$ cat src/rtl/cache_mem_pkg.sv
// rtl/cache_mem_pkg.sv - shared types, sizes and init pattern for the cache backing store
package cache_mem_pkg;

    localparam int MEM_WORDS  = 32;
    localparam int MEM_ADDR_W = 5;
    localparam int MEM_DATA_W = 16;

    typedef enum logic [3:0] {
        ST_INIT = 4'b0001,
        ST_IDLE = 4'b0010,
        ST_BUSY = 4'b0100,
        ST_DONE = 4'b1000
    } mem_state_t;

    // Power-on contents: high byte is the complement of the zero-extended index
    function automatic logic [MEM_DATA_W-1:0] init_word(input logic [MEM_ADDR_W-1:0] idx);
        logic [7:0] i8;
        i8 = {3'b000, idx};
        return {~i8, i8};
    endfunction

endpackage

$ cat src/rtl/cache_mem_array.sv
// rtl/cache_mem_array.sv - 32x16 storage with synchronous write and registered, holding read
module cache_mem_array
    import cache_mem_pkg::*;
(
    input  logic                  clk,
    input  logic                  reset,
    input  logic                  i_we,
    input  logic [MEM_ADDR_W-1:0] i_waddr,
    input  logic [MEM_DATA_W-1:0] i_wdata,
    input  logic                  i_re,
    input  logic [MEM_ADDR_W-1:0] i_raddr,
    output logic [MEM_DATA_W-1:0] o_rdata
);

    logic [MEM_DATA_W-1:0] r_mem [MEM_WORDS];
    logic [MEM_DATA_W-1:0] r_rdata;

    always_ff @(posedge clk) begin
        if (i_we)
            r_mem[i_waddr] <= i_wdata;
    end

    // Read data only moves on an explicit read, so it holds across writes and idle time
    always_ff @(posedge clk) begin
        if (reset)
            r_rdata <= '0;
        else if (i_re)
            r_rdata <= r_mem[i_raddr];
    end

    assign o_rdata = r_rdata;

endmodule

$ cat src/rtl/cache_mem_responder.sv
// rtl/cache_mem_responder.sv - latency-programmable backing store for cache block transfers; MEM_STATS_EN adds rd/wr counters
module cache_mem_responder
    import cache_mem_pkg::*;
#(
    parameter int LATENCY = 4,
    parameter int CNT_W   = 4
) (
    input  logic                  clk,
    input  logic                  reset,
    input  logic                  mem_rd,
    input  logic                  mem_wr,
    input  logic [MEM_ADDR_W-1:0] mem_addr,
    input  logic [MEM_DATA_W-1:0] mem_din,
    output logic [MEM_DATA_W-1:0] mem_dout,
    output logic                  mem_done,
    output logic                  mem_ready,
    output logic [15:0]           rd_count,
    output logic [15:0]           wr_count,
    output logic                  proto_err
);

    localparam logic [CNT_W-1:0] LOAD = CNT_W'(LATENCY - 1);

    mem_state_t            r_state;
    logic [MEM_ADDR_W-1:0] r_init_idx;
    logic [CNT_W-1:0]      r_cnt;
    logic [MEM_ADDR_W-1:0] r_addr;
    logic [MEM_DATA_W-1:0] r_din;
    logic                  r_is_wr;
    logic                  r_done;
    logic                  r_proto_err;

    logic                  w_access;
    logic                  w_we;
    logic                  w_re;
    logic [MEM_ADDR_W-1:0] w_waddr;
    logic [MEM_DATA_W-1:0] w_wdata;

    always_ff @(posedge clk) begin
        if (reset) begin
            r_state     <= ST_INIT;
            r_init_idx  <= '0;
            r_cnt       <= '0;
            r_addr      <= '0;
            r_din       <= '0;
            r_is_wr     <= 1'b0;
            r_done      <= 1'b0;
            r_proto_err <= 1'b0;
        end else begin
            r_done <= 1'b0;
            case (r_state)
                ST_INIT: begin
                    r_init_idx <= r_init_idx + 1'b1;
                    if (r_init_idx == MEM_ADDR_W'(MEM_WORDS - 1))
                        r_state <= ST_IDLE;
                end
                ST_IDLE: begin
                    if (mem_rd || mem_wr) begin
                        r_addr  <= mem_addr;
                        r_din   <= mem_din;
                        r_is_wr <= mem_wr;
                        r_cnt   <= LOAD;
                        if (mem_rd && mem_wr)
                            r_proto_err <= 1'b1;
                        r_state <= ST_BUSY;
                    end
                end
                ST_BUSY: begin
                    if (r_cnt != '0) begin
                        r_cnt <= r_cnt - 1'b1;
                    end else begin
                        r_done  <= 1'b1;
                        r_state <= ST_DONE;
                    end
                end
                ST_DONE:  r_state <= ST_IDLE;
                default:  r_state <= ST_INIT;
            endcase
        end
    end

    // The array access happens on the same edge that raises mem_done
    assign w_access = (r_state == ST_BUSY) && (r_cnt == '0);
    assign w_we     = (r_state == ST_INIT) || (w_access && r_is_wr);
    assign w_re     = w_access && !r_is_wr;
    assign w_waddr  = (r_state == ST_INIT) ? r_init_idx : r_addr;
    assign w_wdata  = (r_state == ST_INIT) ? init_word(r_init_idx) : r_din;

    cache_mem_array u_array (
        .clk     (clk),
        .reset   (reset),
        .i_we    (w_we),
        .i_waddr (w_waddr),
        .i_wdata (w_wdata),
        .i_re    (w_re),
        .i_raddr (r_addr),
        .o_rdata (mem_dout)
    );

`ifdef MEM_STATS_EN
    logic [15:0] r_rd_count;
    logic [15:0] r_wr_count;

    always_ff @(posedge clk) begin
        if (reset) begin
            r_rd_count <= '0;
            r_wr_count <= '0;
        end else if (w_access) begin
            if (r_is_wr && r_wr_count != 16'hFFFF)
                r_wr_count <= r_wr_count + 16'd1;
            if (!r_is_wr && r_rd_count != 16'hFFFF)
                r_rd_count <= r_rd_count + 16'd1;
        end
    end

    assign rd_count = r_rd_count;
    assign wr_count = r_wr_count;
`else
    assign rd_count = 16'h0000;
    assign wr_count = 16'h0000;
`endif

    assign mem_done  = r_done;
    assign mem_ready = (r_state == ST_IDLE);
    assign proto_err = r_proto_err;

endmodule

$ cat config.mk
export PLATFORM = sky130hd
export DESIGN_NAME = cache_mem_responder
export DESIGN_NICKNAME = d
export VERILOG_FILES = /design/src/rtl/cache_mem_pkg.sv /design/src/rtl/cache_mem_array.sv /design/src/rtl/cache_mem_responder.sv
export SDC_FILE = /design/constraint.sdc
export NUM_CORES = 1
export LEC_CHECK = 0
export ABC_AREA = 1
export CORE_MARGIN = 2
export CORE_UTILIZATION = 60
export DETAILED_ROUTE_END_ITERATION = 7
export PLACE_DENSITY = 0.81
export SYNTH_ARGS = -nofsm -noshare
export SYNTH_HDL_FRONTEND = slang
export SYNTH_SLANG_ARGS = --single-unit
$ cat constraint.sdc
create_clock -name clk -period 3.65 [get_ports clk]
set_input_delay 0.5475 -clock clk [delete_from_list [all_inputs] [get_ports clk]]
set_output_delay 0.5475 -clock clk [all_outputs]
set_load 0.02 [all_outputs]
==> flow_summary.ini <==
[synth]
synthesis.instances = 2348
yosysWarnings = 0
seq_area_frac_synth_pct = 67.98
synth_edf_count = 512
synthArstFlopShare_pct = 0
synth_cell_type_count = 35
postSynthRegisterBits = 565
netlist_area_sq_um = 24180
syn_area_per_cell_sq_um = 10.30
leading_register_cell_type_out_of_synthesis = edfxtp_1

[cts]
clock_tree_from_tritoncts = done
htreeDepth = 2
clock_path_buffers = 3
cts.sinks = 565
clock_insertion_delay_worst_skew_ps = 590
ctsRootBufferMaster = clkbuf_16
post_cts_buffers = 0
cts_made_buffers = 52
ctsHoldBuffers = 0
cts_resized = 0
clkTransAtPathRegs_ps = 60

[sta]
finalSetupViolCount = 0
final.setup.tns_ps = 0
final_min_period_over_clock_period_pct = 82.55
final.min_clock_period_ps = 3013
worst-slew-pin-transition_ps = 1219
timing.fmax_ghz = 0.3319
hold_viol = 0
maxSlewHeadroom_pct = 18.66
slew_violations = 0
grt_setup_unrepaired = no
finalClockSkew_ps = 30.04

[worst_setup_path]
worst_setup_path_start_kind = register
cp.arrival_ps = 3280
length_in_cells_of_the_worst_reg_to_reg_path = 9
largest_driver_fanout_on_the_critical_path = 16
setup.worst_path.end_class = register
worst-setup-path-type = reg -> reg
worst_ep_required_time_ps = 3920
crit_reg_reg_startpoint = r_state[3]$_SDFFE_PP0P_
worst_setup_path_startpoint = r_state[3]$_SDFFE_PP0P_

[detailed_routing]
wl_mm = 61.08
drc = 0
firstDrtPassIters = 6
vias_per_cell = 5.800
dr_total_vias = 17200
final_antenna_net_count = 0
routed_wire_length_per_instance_um = 20.60
initialDrtViolationCount = 2547

[power_and_ir_drop]
power.clock.fraction_pct = 35.3
irDropWorstVdd_uv = 468.4
power_report.internal_total_mw = 11.23
share_comb_of_total_power_pct = 12.3
power.static_leakage_nw = 10.88
switching_share_pct = 25.35
total_power_mw = 15.04
seq_power_share_pct = 52.4
switching_power_mw = 3.812
power_per_cell_area_nw_per_um2 = 559.1

[floorplan]
core_area_sq_um = 39730
fp.dieArea_sq_um = 41910
floorplan.initialDensity_pct = 60.85
io_pins = 76
die_height_um = 204.7
die_x_um = 204.7
num_rows = 73

[placement]
dp.final_hpwl_mm = 37.04
port_buffers = 43
routabilityCongestion = 1.027

[global_route]
grt_use_total_pct = 29.47
grt_pass1_wl_mm = 92.50
grt_total_ovfl = 0
maximum_number_of_pins_on_one_net_before_global_route_repair = 99
initial_antenna_violation_count = 0
vias_in_the_first_global_route = 16360

[min_path]
whs_path_depth = 2
worstHoldStart = r_din[13]$_SDFFE_PP0P_
min_path_type = reg -> reg

[layout]
num_antenna_cells = 0
mostFrequentLayoutCell = nand2_1
fin_nets = 2426
flow.area_growth_from_synthesis_pct = 11.25
fillers = 2667
layout.cells.most_common_list = nand2_1 (739), edfxtp_1 (512), nand3_1 (363)
drive_above_1_share_pct = 7.746
regArea_sq_um = 16440
area_of_combinational_cells_with_multiple_inputs_sq_um = 5941

[job]
drv_cap = 0

[run_status]
status = complete, no violations
## state kept, by name, summed over array words and instances (netlist names)
register         cells
u_array.r_mem      512
r_din               16
r_state              4
r_is_wr              1
r_init_idx           5
proto_err            1
r_addr               5
mem_done             1
u_array.o_rdata     16
r_cnt                4
## through the flow
step	hold slack (ps)	util (%)	std cells	setup WS, ps	area [sq um]
after detailed placement	456.8	63.52	2868	794.1	25240
after global routing	473.5	67.69	2965	581.0	26900
after CTS	465.3	67.69	2965	752.8	26900
after floorplan	424.5	-	2379	883.1	24290
after global placement	454.7	63.52	2868	886.7	25240
final	463.6	67.69	2965	636.9	26900
## layout make-up
type                            count  share of cell area, %
Clock inverter                     29                 0.9118
Clock buffer                       68                  5.257
Inverter                          304                  4.280
Timing Repair Buffer              118                  3.880
Sequential cell                   565                  61.14
Tap cell                          525                  2.442
Multi-Input combinational cell   1356                  22.09
## worst max-delay path: stages (launching register included)
cell,delay (ps)
dfxtp_1,370
nor2_2,170
nand3_2,340
buf_4,350
nor2_2,210
a21oi_1,160
inv_2,150
nand3_1,140
nor2_1,500
buf_4,320
## metal layers
layer | part of all wire (%) | global-route usage [%] | up-vias | wire (um)
met3 | 11 | 6.300 | 192 | 6802
met1 | 37 | 38.67 | 8158 | 22470
met2 | 47 | 46.97 | 1096 | 28510
met5 | 0 | 0 | - | 0
li1 | - | - | 7752 | -
met4 | 5.4 | 14.47 | 0 | 3296
## path summary, 6_finish.rpt
check / slack, ps / to
worst max-delay path: 640 / u_array.r_mem[13][2]$_DFFE_PP_
worst min-delay path: 460 / r_din[13]$_SDFFE_PP0P_
worst max register to register: 640 / u_array.r_mem[13][2]$_DFFE_PP_
worst min register to register: 460 / r_din[13]$_SDFFE_PP0P_
## logic make-up (layout without fill, tap and decap cells)
| logic type | count (synthesis) | in the layout | share of synthesized area [%] |
|---|---|---|---|
| AOI/OAI and AO/OA | 124 | 124 | 2.810 |
| adders and majority gates | 4 | 4 | 0.2070 |
| buffers and inverters | 458 | 519 | 8.110 |
| DFF | 565 | 565 | 67.98 |
| other | 1 | 32 | 0.01551 |
| and+or+nand+nor | 1196 | 1196 | 20.87 |
## power by group through the flow
stage / registers, mW / clock network, mW / logic (mW)
floorplan: 8.01 / 0 / 0.951
global placement: 8.00 / 0 / 1.70
detailed placement: 8.01 / 0 / 1.77
CTS: 7.88 / 5.31 / 1.80
global route: 7.91 / 5.57 / 1.95
finish: 7.88 / 5.31 / 1.84
## synth_stat cells (all sizes together), types with 2 or more instances
library cell / instances / area (sq um)
clkinv: 2 / 7.510
o21bai: 4 / 30.03
dfxtp: 53 / 1061
ha: 4 / 50.05
or2: 2 / 12.51
a21oi: 55 / 297.8
nand3: 368 / 1867
clkbuf: 40 / 150.1
buf: 114 / 669.4
nor3: 5 / 36.29
inv: 302 / 1134
nor2: 78 / 315.3
o211ai: 3 / 22.52
o21ai: 59 / 306.5
nand2: 740 / 2780
edfxtp: 512 / 15370
Note: power is estimated with default switching activity, not from simulation.
